### src/rtl/spi_mem_ctrl_if.sv
// spi_mem_ctrl_if: SPI-frame and memory-side signals of the SPI memory controller
interface spi_mem_ctrl_if #(parameter int ADDR_SIZE = 8);
  logic [9:0]           rx_data;
  logic                 rx_valid;
  logic [7:0]           tx_data;
  logic                 tx_valid;
  logic [ADDR_SIZE-1:0] mem_addr;
  logic [7:0]           mem_wdata;
  logic                 mem_we;
  logic                 mem_re;
  logic [7:0]           mem_rdata;
  logic                 busy;
  logic                 cmd_err;
  modport slave (
    input  rx_data, rx_valid, mem_rdata,
    output tx_data, tx_valid, mem_addr, mem_wdata, mem_we, mem_re, busy, cmd_err
  );
  modport master (
    output rx_data, rx_valid, mem_rdata,
    input  tx_data, tx_valid, mem_addr, mem_wdata, mem_we, mem_re, busy, cmd_err
  );
endinterface

### src/rtl/spi_mem_ctrl.sv
// spi_mem_ctrl: decodes SPI frames into single-cycle memory writes and 3-cycle read responses
module spi_mem_ctrl #(
  parameter int ADDR_SIZE = 8,
  parameter bit AUTO_INC  = 1'b0
) (
  input logic          clk,
  input logic          rst_n,
  spi_mem_ctrl_if.slave bus
);
  typedef enum logic [2:0] {IDLE, WRITE, RD_ISSUE, RD_WAIT, RESP} state_t;
  state_t               r_state, w_next;
  logic [ADDR_SIZE-1:0] r_wr_addr, r_rd_addr;
  logic                 r_wr_ok, r_rd_ok, r_cmd_err;
  logic [7:0]           r_wdata, r_tx_data;
  logic [1:0]           w_op;
  logic                 w_idle, w_wr, w_rd, w_err;
  assign w_op   = bus.rx_data[9:8];
  assign w_idle = r_state == IDLE;
  assign w_wr   = bus.rx_valid && w_idle && w_op == 2'b01 && r_wr_ok;
  assign w_rd   = bus.rx_valid && w_idle && w_op == 2'b11 && r_rd_ok;
  // frames arriving mid-operation are dropped and flagged, as are data ops without an address
  assign w_err  = bus.rx_valid && (!w_idle || (w_op == 2'b01 && !r_wr_ok) || (w_op == 2'b11 && !r_rd_ok));
  always_ff @(posedge clk or negedge rst_n)
    if (!rst_n) r_state <= IDLE;
    else r_state <= w_next;
  always_comb begin
    w_next = IDLE;
    w_next = w_idle ? (w_wr ? WRITE : w_rd ? RD_ISSUE : IDLE) :
             r_state == RD_ISSUE ? RD_WAIT :
             r_state == RD_WAIT ? RESP : IDLE;
  end
  always_ff @(posedge clk or negedge rst_n)
    if (!rst_n) begin
      r_wr_addr <= '0;
      r_rd_addr <= '0;
      r_wr_ok   <= 1'b0;
      r_rd_ok   <= 1'b0;
      r_cmd_err <= 1'b0;
      r_wdata   <= '0;
      r_tx_data <= '0;
    end else begin
      r_cmd_err <= w_err;
      if (bus.rx_valid && w_idle && w_op == 2'b00) begin
        r_wr_addr <= bus.rx_data[ADDR_SIZE-1:0];
        r_wr_ok   <= 1'b1;
      end else if (AUTO_INC && r_state == WRITE) r_wr_addr <= r_wr_addr + ADDR_SIZE'(1);
      if (bus.rx_valid && w_idle && w_op == 2'b10) begin
        r_rd_addr <= bus.rx_data[ADDR_SIZE-1:0];
        r_rd_ok   <= 1'b1;
      end else if (AUTO_INC && r_state == RD_ISSUE) r_rd_addr <= r_rd_addr + ADDR_SIZE'(1);
      else if (!AUTO_INC && r_state == RESP) r_rd_ok <= 1'b0;
      if (w_wr) r_wdata <= bus.rx_data[7:0];
      if (r_state == RD_WAIT) r_tx_data <= bus.mem_rdata;
    end
  assign bus.mem_we    = r_state == WRITE;
  assign bus.mem_re    = r_state == RD_ISSUE;
  assign bus.mem_addr  = bus.mem_we ? r_wr_addr : bus.mem_re ? r_rd_addr : '0;
  assign bus.mem_wdata = bus.mem_we ? r_wdata : '0;
  assign bus.tx_data   = r_tx_data;
  assign bus.tx_valid  = r_state == RESP;
  assign bus.busy      = !w_idle;
  assign bus.cmd_err   = r_cmd_err;
endmodule

### src/flat_wrapper.sv
// flat-port wrapper written by rule: the top's interface ports become plain ports
module spi_mem_ctrl_flat 
#(
  parameter int ADDR_SIZE = 8,
  parameter bit AUTO_INC  = 1'b0
)
  (clk, rst_n, bus_rx_data, bus_rx_valid, bus_mem_rdata, bus_tx_data, bus_tx_valid, bus_mem_addr, bus_mem_wdata, bus_mem_we, bus_mem_re, bus_busy, bus_cmd_err);
  spi_mem_ctrl_if #(.ADDR_SIZE(ADDR_SIZE)) bus_i ();
  input logic clk;
  input logic rst_n;
  input wire logic [$bits(bus_i.rx_data)-1:0] bus_rx_data;
  input wire logic [$bits(bus_i.rx_valid)-1:0] bus_rx_valid;
  input wire logic [$bits(bus_i.mem_rdata)-1:0] bus_mem_rdata;
  output wire logic [$bits(bus_i.tx_data)-1:0] bus_tx_data;
  output wire logic [$bits(bus_i.tx_valid)-1:0] bus_tx_valid;
  output wire logic [$bits(bus_i.mem_addr)-1:0] bus_mem_addr;
  output wire logic [$bits(bus_i.mem_wdata)-1:0] bus_mem_wdata;
  output wire logic [$bits(bus_i.mem_we)-1:0] bus_mem_we;
  output wire logic [$bits(bus_i.mem_re)-1:0] bus_mem_re;
  output wire logic [$bits(bus_i.busy)-1:0] bus_busy;
  output wire logic [$bits(bus_i.cmd_err)-1:0] bus_cmd_err;
  assign bus_i.rx_data = bus_rx_data;
  assign bus_i.rx_valid = bus_rx_valid;
  assign bus_i.mem_rdata = bus_mem_rdata;
  assign bus_tx_data = bus_i.tx_data;
  assign bus_tx_valid = bus_i.tx_valid;
  assign bus_mem_addr = bus_i.mem_addr;
  assign bus_mem_wdata = bus_i.mem_wdata;
  assign bus_mem_we = bus_i.mem_we;
  assign bus_mem_re = bus_i.mem_re;
  assign bus_busy = bus_i.busy;
  assign bus_cmd_err = bus_i.cmd_err;
  spi_mem_ctrl #(.ADDR_SIZE(ADDR_SIZE), .AUTO_INC(AUTO_INC)) u_core (.clk(clk), .rst_n(rst_n), .bus(bus_i));
endmodule
### config.mk
export PLATFORM = sky130hd
export DESIGN_NAME = spi_mem_ctrl_flat
export DESIGN_NICKNAME = d
export VERILOG_FILES = /design/src/rtl/spi_mem_ctrl_if.sv /design/src/rtl/spi_mem_ctrl.sv /design/src/flat_wrapper.sv
export SDC_FILE = /design/constraint.sdc
export NUM_CORES = 1
export LEC_CHECK = 0
export ABC_AREA = 1
export CAP_MARGIN = 40
export CORE_AREA = 2 2 60 62
export CTS_CLUSTER_DIAMETER = 120
export DETAILED_ROUTE_END_ITERATION = 6
export DIE_AREA = 0 0 62 64
export DONT_BUFFER_PORTS = 1
export HOLD_SLACK_MARGIN = 0.08
export PLACE_DENSITY = 0.73
export SYNTH_ARGS = -nofsm -noshare
export SYNTH_HDL_FRONTEND = slang
export SYNTH_SLANG_ARGS = --single-unit
### constraint.sdc
create_clock -name clk -period 1.15 [get_ports clk]
set_input_delay 0.23 -clock clk [delete_from_list [all_inputs] [get_ports clk]]
set_output_delay 0.23 -clock clk [all_outputs]
set_load 0.02 [all_outputs]
==> results of run 1 <==
==> registers in the layout (all words and copies together), names as in the netlist <==
signal / flops
u_core.r_state: 3
u_core.r_rd_ok: 1
u_core.r_wdata: 8
u_core.bus.tx_data: 8
u_core.r_wr_ok: 1
u_core.bus.cmd_err: 1
u_core.r_wr_addr: 8
u_core.r_rd_addr: 8
==> final cells by class <==
class	instances	area (µm²)	share of cell area, %
inverter	21	93.8	3.54
timing repair buffer	55	520	19.7
multi-input combinational	155	932	35.2
clock buffer	6	41.3	1.56
clock inverter	2	37.5	1.42
tap	46	57.6	2.17
timing repair inverter	2	11.3	0.425
sequential	38	953	36.0
==> critical path: stages, from the launching register on <==
cell     delay (ns)
dfrtp_2        0.48
buf_4          0.15
buf_6          0.11
nor2_4         0.15
nand3_4        0.19
nor2_4         0.30
nand2_1        0.11
nand2_1        0.09
==> timing repair <==
| action | 4_1_cts | 5_1_grt |
|---|---|---|
| setup buffers | 7 | 5 |
| cloned | 4 | 1 |
| pin swaps | 15 | 16 |
| endpoints found under the hold margin | 74 | 0 |
| endpoints found under the setup margin | 54 | 56 |
| resized for setup | 40 | 15 |
| hold buffers | 21 | 0 |
==> cells in the mapped netlist <==
cell type | count | area (µm²)
inv_2 | 3 | 11.3
dfrtp_1 | 38 | 951
nand2_1 | 114 | 428
nand3_4 | 1 | 17.5
nor2_4 | 4 | 45.0
buf_6 | 2 | 22.5
nor3_1 | 2 | 10.0
nand4_2 | 2 | 25.0
nand3_2 | 3 | 30.0
nand3_1 | 5 | 25.0
o21bai_1 | 8 | 60.1
o21ai_0 | 1 | 5.00
inv_1 | 17 | 63.8
o21ai_1 | 2 | 10.0
clkinv_1 | 1 | 3.75
nor2_1 | 10 | 37.5
==> report_power, final <==
part	switching, mW	total, mW	internal, mW
clock network	0.472	0.931	0.459
registers	0.635	2.58	1.94
logic	1.86	3.10	1.24
==> per-stage QoR <==
step,TNS [ns],hold slack [ns],worst slack (ns)
floorplan,-0.967,-0.0656,-0.0562
global placement,-3.80,-0.0651,-0.146
detailed placement,-5.39,-0.0649,-0.172
CTS,-15.18,0.0926,-0.438
global route,-26.06,0.123,-0.560
finish,-22.20,0.105,-0.505
==> per-layer routing <==
| layer | vias up | track usage [%] |
|---|---|---|
| li1 | 796 | - |
| met1 | 845 | 40.2 |
| met2 | 108 | 44.9 |
| met3 | 23 | 5.87 |
| met4 | 0 | 12.0 |
| met5 | - | 0 |
==> final timing paths <==
| check | endpoint | cells past startpoint | startpoint | slack [ns] |
|---|---|---|---|---|
| max | u_core.r_wr_addr[2] | 7 | u_core.r_state[1] | -0.50 |
| min | u_core.r_rd_addr[7] | 3 | bus_rx_valid | 0.11 |
| max reg2reg | u_core.r_wr_addr[2] | 7 | u_core.r_state[1] | -0.50 |
| min reg2reg | u_core.r_wr_addr[7] | 2 | u_core.r_wr_addr[7] | 0.51 |
| max in group asynchronous | u_core.r_rd_addr[2] | 2 | rst_n | 0.62 |
| min in group asynchronous | u_core.r_wr_addr[5] | 2 | rst_n | 0.30 |
==> kinds of logic after synthesis <==
logic type / after synthesis / share of synthesized area [%]
AOI/OAI and AO/OA: 11 / 4.30
buffers and inverters: 23 / 5.81
DFF: 38 / 54.5
and+or+nand+nor: 141 / 35.4
==> layout by cell type (no fill, tap or decap), drive strengths merged <==
cell / n
clkinv: 2
dlygate4sd3: 20
clkinvlp: 1
dfrtp: 38
clkbuf: 6
buf: 35
nor3: 2
o21bai: 8
nand4: 4
nand2: 114
nor2: 14
inv: 21
nand3: 10
o21ai: 3
bufinv: 1
==> reports/qor.yml, run 1 <==
outcome:
  outcome: "finished, violations left"
  violations: "setup timing"
cts:
  clock-sinks: 38
  htree_levels: 2
  cts_tree: "built"
  clk_path_buf_depth: 2
  cts_buffers: 5
  cts_root_buf: "clkbuf_4"
  clkTransAtPathRegs_ns: 0.14
  insertion_delay_ns: 0.37
die:
  ios: 50
  die_h_um: 64
  die-area_mm2: 0.00397
  start_util_pct: 53.1
  row_count: 21
  fp.dieW_um: 62
  core_area_mm2: 0.00328
pwr:
  vdd_drop_max_mv: 1.54
  p_per_area_mw_per_mm2: 2500
  leakagePower_nw: 1.31
  p_total_mw: 6.61
place:
  dpl.cell_count: 279
  dpl.hpwl_um: 2780
  placed_area_mm2: 0.00200
  port_buffers: 0
  place.gp.congestion: 0.758
setup_path:
  criticalPathCategory: "flip-flop to flip-flop"
  worstPathArrival_ns: 1.94
  worst_setup_path_start_kind: "flip-flop"
  required_ns: 1.44
  worstPathMaxFanout: 8
  crit_path_end_kind: "flip-flop"
cells_and_area:
  nets: 299
  fin_util_pct: 80.6
  insertedDiodeCount: 0
  area_growth_syn_to_layout_pct: 51.7
  fill_cells: 184
  drive_gt1_share_pct: 35.5
  fin_cells: 325
  stdcell_area_mm2: 0.00265
global_routing:
  grt_start_max_net_pins: 39
  grt_util_all_layers_pct: 29.4
  grt_pass1_wl_um: 8320
  antenna_found_initial: 0
  grt_pass1_vias: 1681
  overflow: 0
synth:
  synth-seq-area-share_pct: 54.5
  synth.avg_cell_area_um2: 8.19
  synth-seq-cells: 38
  synth_cells: 213
  ys_warn_count: 0
  synthesis.area_mm2: 0.00175
  syn_nets: 234
  synth.distinct_cells: 16
sta:
  report.final.slew_viol_count: 0
  grt_setup_unrepaired: "true"
  fin_crit_sh_pct: 144
  setup_slack_ns: -0.505
  fin_crit_ns: 1.65
  slew_headroom_pct: 69.5
  hold_viol: 0
  fmax_mhz: 604
  worst_pin_slew_ns: 0.456
  setup_viol: 57
  finalClockSkew_ns: 0.0315
routing:
  drt-initial-drc-count: 111
  wl_met2_um: 2710
  drc: 0
  via_count: 1772
  top_layer: "met4"
  first_pass_iters: 4
  viasPerCell: 5.45
  wl_met1_um: 2200
  final_antenna_net_count: 0
  routedWlPerCell_um: 17.2
  detailroute.wirelength.met3_um: 478
  postRouteWirelength_um: 5600
worst_hold_path:
  hold_path_class: "input port to flip-flop"
run:
  cap_violations: 0
Power figures use the tool's default switching activity.
==> run 2: changes to the inputs <==
Clock period 1.15 ns to 1.4 ns, I/O delays scaled along.
==> run 2 against run 1 <==
The flow still finishes with violations (setup timing). Die area unchanged. Total power is 24% lower. Setup slack better by 0.25 ns. Final cell count fell by 4.6%. Sequential power fell by 22%. Count of clock-buffer cells in the layout is the same. Largest cell class unchanged. Largest power group unchanged.
==> reports/qor.yml, run 2 (synthesis gave the netlist of run 1 again) <==
die:
  start_util_pct: 53.1  # unchanged
  fp.dieW_um: 62  # unchanged
  ios: 50  # unchanged
  die-area_mm2: 0.00397  # unchanged
  row_count: 21  # unchanged
  die_h_um: 64  # unchanged
  core_area_mm2: 0.00328  # unchanged
routing:
  routedWlPerCell_um: 15.0  # -13%
  postRouteWirelength_um: 4640  # -17%
  drc: 0  # unchanged
  first_pass_iters: 6  # +2
  drt-initial-drc-count: 55  # -50%
  final_antenna_net_count: 0  # unchanged
  viasPerCell: 5.04  # -7.6%
  via_count: 1562  # -12%
worst_hold_path:
  holdPathStages: 2  # -1
  hold_path_class: "input port to flip-flop"
  whs_endpoint: "u_core.r_state[1]"
  hp-start: "bus_rx_data[9]"
cts:
  cts_buffers: 5  # unchanged
  insertion_delay_ns: 0.35  # -0.02 ns
  cts_root_buf: "clkbuf_4"
  clkTransAtPathRegs_ns: 0.12  # -0.02 ns
  clk_path_buf_depth: 2  # unchanged
  clock-sinks: 38  # unchanged
  htree_levels: 2  # unchanged
  cts_tree: "built"
sta:
  report.final.slew_viol_count: 0  # unchanged
  fin_crit_ns: 1.65
  worst_pin_slew_ns: 0.357  # -0.0985 ns
  setup_viol: 46  # -19%
  hold_viol: 0  # unchanged
  finalClockSkew_ns: 0.00913  # -0.0224 ns
  slew_headroom_pct: 76.1  # +6.6 points
  setup_slack_ns: -0.250  # +0.255 ns
  fmax_mhz: 606
  fin_crit_sh_pct: 118
  grt_setup_unrepaired: "true"
outcome:
  outcome: "finished, violations left"
  violations: "setup timing"
pwr:
  p_int_mw: 2.80  # -23%
  sw_frac_of_total_pct: 44.5  # -0.36 points
  vdd_drop_max_mv: 1.42  # -7.7%
  seq_power_share_pct: 39.9  # +0.9 points
  p_total_mw: 5.04  # -24%
  p_per_area_mw_per_mm2: 2030  # -19%
  leakagePower_nw: 1.23  # -5.8%
  clock_power_share_pct: 12.4  # -1.7 points
  p_sw_mw: 2.25  # -24%
  combPwrFrac_pct: 47.8  # +0.9 points
setup_path:
  r2r-end: "u_core.r_wr_addr[7]"
  worst_setup_path_start_kind: "flip-flop"
  criticalPathCategory: "flip-flop to output pin"
  crit_path_end_kind: "output pin"
  worstPathArrival_ns: 1.37  # -0.57 ns
  ff2ff_setup_slack_ns: -0.16  # +0.34 ns
  worstPathMaxFanout: 9  # +1
  r2r-start: "u_core.r_state[1]"
  required_ns: 1.12  # -0.32 ns
  r2r_cells: 7  # unchanged
global_routing:
  overflow: 0  # unchanged
  grt_util_all_layers_pct: 23.8  # -5.6 points
  antenna_found_initial: 0  # unchanged
  grt_start_max_net_pins: 39  # unchanged
  busiest_layer: "met2"
  met2_usage_pct: 37.9  # -7.0 points
  grt_pass1_wl_um: 6870  # -17%
  grt_use_met1_pct: 29.4  # -11 points
  grt_pass1_vias: 1464  # -13%
  use_met3_pct: 7.69  # +1.8 points
cells_and_area:
  fin_cells: 310  # -4.6%
  drive_gt1_share_pct: 26.9  # -8.6 points
  area_growth_syn_to_layout_pct: 42.4
  layout_common_cells: "nand2_1, dfrtp_1, dlygate4sd3_1, buf_6, inv_1"
  nets: 284  # -5.0%
  fin_util_pct: 75.7  # -5.0 points
  insertedDiodeCount: 0  # unchanged
  fill_cells: 220  # +20%
  final_common_cell: "nand2_1"
place:
  place.gp.congestion: 0.796  # +5.0%
  dpl.hpwl_um: 2550  # -8.3%
  port_buffers: 0  # unchanged
  dpl.cell_count: 272  # -2.5%
run:
  cap_violations: 0  # unchanged
run 2: layer usage:
layer	up-vias	routed length, µm	share of wire [%]
met4	0	133	2.9
met1	722	1850	40
met5	-	0	0
li1	757	-	-
met2	68	2360	51
met3	15	293	6.3
run 2: critical path: stages, from the launching register on:
cell     delay (ns)
dfrtp_1        0.41
inv_2          0.11
nand3_4        0.11
inv_4          0.13
nand2_1        0.10
nand2_2        0.14
run 2: layout make-up:
type	count	area [µm²]	area share (%)
Inverter	21	85.1	3.42
Timing Repair inverter	1	5.00	0.201
Clock buffer	6	51.3	2.06
Timing Repair Buffer	43	465	18.7
Sequential cell	38	951	38.3
Tap cell	46	57.6	2.32
Multi-Input combinational cell	153	857	34.5
Clock inverter	2	12.5	0.504
run 2: stage by stage:
step / TNS [ns] / hold WS [ns] / setup slack, ns / cell area, µm²
floorplan: 0 / -0.0156 / 0.00211 / 1750
global placement: 0 / -0.0150 / 0.0597 / 1890
detailed placement: 0 / -0.0149 / 0.0375 / 1890
CTS: -5.46 / 0.0974 / -0.222 / 2290
global route: -10.30 / 0.0973 / -0.341 / 2480
finish: -7.41 / 0.0993 / -0.250 / 2480
run 2: power by group through the flow:
stage	combinational, mW	sequential, mW	clock, mW
final	2.41	2.01	0.624
after global placement	1.57	2.00	0
after floorplan	1.24	1.97	0
after global routing	2.65	2.06	0.691
after CTS	1.96	2.00	0.630
after detailed placement	1.61	2.01	0
run 2: worst max path at each step:
| stage | to | slack [ns] | startpoint |
|---|---|---|---|
| floorplan | bus_mem_addr[0] | 0.002 | u_core.r_state[0] |
| global placement | u_core.r_wr_addr[4] | 0.06 | u_core.r_state[0] |
| detailed placement | bus_mem_addr[6] | 0.04 | u_core.r_state[1] |
| CTS | bus_mem_wdata[4] | -0.22 | u_core.r_state[2] |
| global route | bus_mem_addr[0] | -0.34 | u_core.r_state[2] |
| finish | bus_mem_addr[0] | -0.25 | u_core.r_state[2] |
run 2: repair_timing:
item	in CTS	in global routing
cloned	1	1
hold buffers	19	0
endpoints found under the hold margin	71	0
pin swaps	6	14
gates resized for setup	28	33
endpoints found under the setup margin	20	56
setup buffers	5	4
==> run 3: changes to the inputs <==
Settings changed: CTS_CLUSTER_SIZE set to 10, MAX_ROUTING_LAYER set to met4.
==> run 3 against run 2 <==
The flow still finishes with violations (setup timing). Critical path type unchanged. Clock skew up 0.00056 ns. Sequential cell count did not move. Total power about the same. Hold slack gained 0.0024 ns. Sequential share of layout area unchanged. Largest power group unchanged.
==> reports/qor.yml, run 3 (synthesis gave the netlist of run 1 again) <==
setup_path:
  required_ns: 1.12  # about the same
  r2r_cells: 7  # unchanged
  r2r-end: "u_core.r_wdata[1]"
  r2r-start: "u_core.r_state[1]"
  worstPathArrival_ns: 1.37  # about the same
  setup.worst_path.start: "u_core.r_state[2]"
  worstPathMaxFanout: 8  # -1
  crit_end: "bus_mem_wdata[4]"
  crit_path_end_kind: "output pin"
  criticalPathCategory: "flip-flop to output pin"
  ff2ff_setup_slack_ns: -0.16  # about the same
  worst_setup_path_start_kind: "flip-flop"
die:
  die-area_mm2: 0.00397  # unchanged
  die_h_um: 64  # unchanged
  start_util_pct: 53.1  # unchanged
  fp.dieW_um: 62  # unchanged
  row_count: 21  # unchanged
  ios: 50  # unchanged
  core_area_mm2: 0.00328  # unchanged
sta:
  slew_headroom_pct: 76.0  # -0.12 points
  setup_slack_ns: -0.246  # +0.00472 ns
  setup_viol: 47  # +2.2%
  fin_crit_sh_pct: 118  # -0.34 points
  fmax_mhz: 608  # +0.29%
  hold_viol: 0  # unchanged
  whs_ns: 0.102  # +0.00238 ns
  fin_crit_ns: 1.65  # -0.00472 ns
  finalClockSkew_ns: 0.00970  # +0.000565 ns
  finalSetupTns_ns: -7.41  # -0.00727 ns
  report.final.slew_viol_count: 0  # unchanged
  worst_pin_slew_ns: 0.359  # +0.00180 ns
  grt_setup_unrepaired: "true"
cts:
  cts_tree: "built"
  clk_path_buf_depth: 2  # unchanged
  clock-sinks: 38  # unchanged
  cts_root_buf: "clkbuf_4"
  cts_buffers: 5  # unchanged
  insertion_delay_ns: 0.35  # about the same
  htree_levels: 2  # unchanged
  clkTransAtPathRegs_ns: 0.12  # about the same
worst_hold_path:
  holdPathStages: 2  # unchanged
  hold_path_class: "input port to flip-flop"
global_routing:
  antenna_found_initial: 0  # unchanged
  grt_util_all_layers_pct: 24.4  # +0.63 points
  grt_pass1_vias: 1465  # +0.068%
  grt_start_max_net_pins: 39  # unchanged
  overflow: 0  # unchanged
  grt_pass1_wl_um: 6870  # unchanged
cells_and_area:
  drive_gt1_share_pct: 26.9  # unchanged
  fill_cells: 220  # unchanged
  final_common_cell: "nand2_1"
  layout_common_cells: "nand2_1, dfrtp_1, dlygate4sd3_1, buf_6, inv_1"
  fin_util_pct: 75.7  # unchanged
  stdcell_area_mm2: 0.00248  # unchanged
  insertedDiodeCount: 0  # unchanged
  nets: 284  # unchanged
  area_growth_syn_to_layout_pct: 42.4  # unchanged
  fin_cells: 310  # unchanged
routing:
  final_antenna_net_count: 0  # unchanged
  via_count: 1558  # -0.26%
  routedWlPerCell_um: 14.9  # -0.17%
  postRouteWirelength_um: 4630  # -0.17%
  drc: 0  # unchanged
  drt-initial-drc-count: 61  # +11%
  first_pass_iters: 4  # -2
  viasPerCell: 5.03  # -0.26%
pwr:
  p_per_area_mw_per_mm2: 2030  # about the same
  vdd_drop_max_mv: 1.43  # +0.27%
  leakagePower_nw: 1.23  # unchanged
  p_total_mw: 5.04  # about the same
place:
  dpl.cell_count: 272  # unchanged
  placed_area_mm2: 0.00189  # unchanged
  port_buffers: 0  # unchanged
  pre_cts_ws_ns: 0.0375  # unchanged
  place.gp.congestion: 0.807  # +1.4%
  dpl.hpwl_um: 2550  # unchanged
run:
  cap_violations: 0  # unchanged
outcome:
  violations: "setup timing"
  outcome: "finished, violations left"
==> run 3: cell counts in the layout (fill, tap and decap cells not counted) <==
Identical to the previous run, type by type.
==> run 3: worst max-delay path: stages (launching register included) <==
cell	delay (ns)
dfrtp_1	0.41
inv_2	0.11
nand3_4	0.11
buf_12	0.17
nor2_4	0.09
buf_6	0.12
==> run 3: worst min path at each step <==
| stage | from | endpoint | slack, ns |
|---|---|---|---|
| 6_report | bus_rx_data[9] | u_core.r_state[1] | 0.10 |
| 5_1_grt | bus_rx_data[9] | u_core.r_state[1] | 0.1 |
| 4_1_cts | bus_rx_data[9] | u_core.r_state[1] | 0.1 |
| 3_5_place_dp | rst_n | u_core.bus.tx_data[1] | -0.01 |
| 3_3_place_gp | rst_n | u_core.bus.tx_data[1] | -0.02 |
| 2_1_floorplan | rst_n | u_core.bus.cmd_err | -0.02 |
==> run 3: power by group <==
| group | switching, mW | internal (mW) | total (mW) |
|---|---|---|---|
| sequential | 0.421 | 1.59 | 2.01 |
| combinational | 1.44 | 0.967 | 2.41 |
| clock | 0.383 | 0.241 | 0.624 |
| total | 2.24 | 2.80 | 5.04 |
==> run 3: final cells by class <==
type | count | area (µm²) | share of cell area (%)
Clock buffer | 6 | 51.3 | 2.06
Clock inverter | 2 | 12.5 | 0.504
Inverter | 21 | 85.1 | 3.42
Multi-Input combinational cell | 153 | 857 | 34.5
Sequential cell | 38 | 951 | 38.3
Tap cell | 46 | 57.6 | 2.32
Timing Repair Buffer | 43 | 465 | 18.7
Timing Repair inverter | 1 | 5.00 | 0.201
==> run 3: timing repair <==
action | 4_1_cts | 5_1_grt
setup endpoints to repair | 20 | 56
gates cloned | 1 | 1
buffers inserted | 5 | 4
pin swaps | 6 | 14
endpoints found under the hold margin | 71 | 0
hold buffers | 19 | 0
resized for setup | 28 | 33
==> run 3: layer usage <==
| metal | vias up | GRT usage, % | share of wire, % |
|---|---|---|---|
| met5 | - | - | 0 |
| met4 | 0 | 8.78 | 1.6 |
| met3 | 9 | 7.29 | 5.9 |
| met2 | 63 | 37.8 | 52 |
| met1 | 728 | 29.8 | 40 |
| li1 | 758 | - | - |
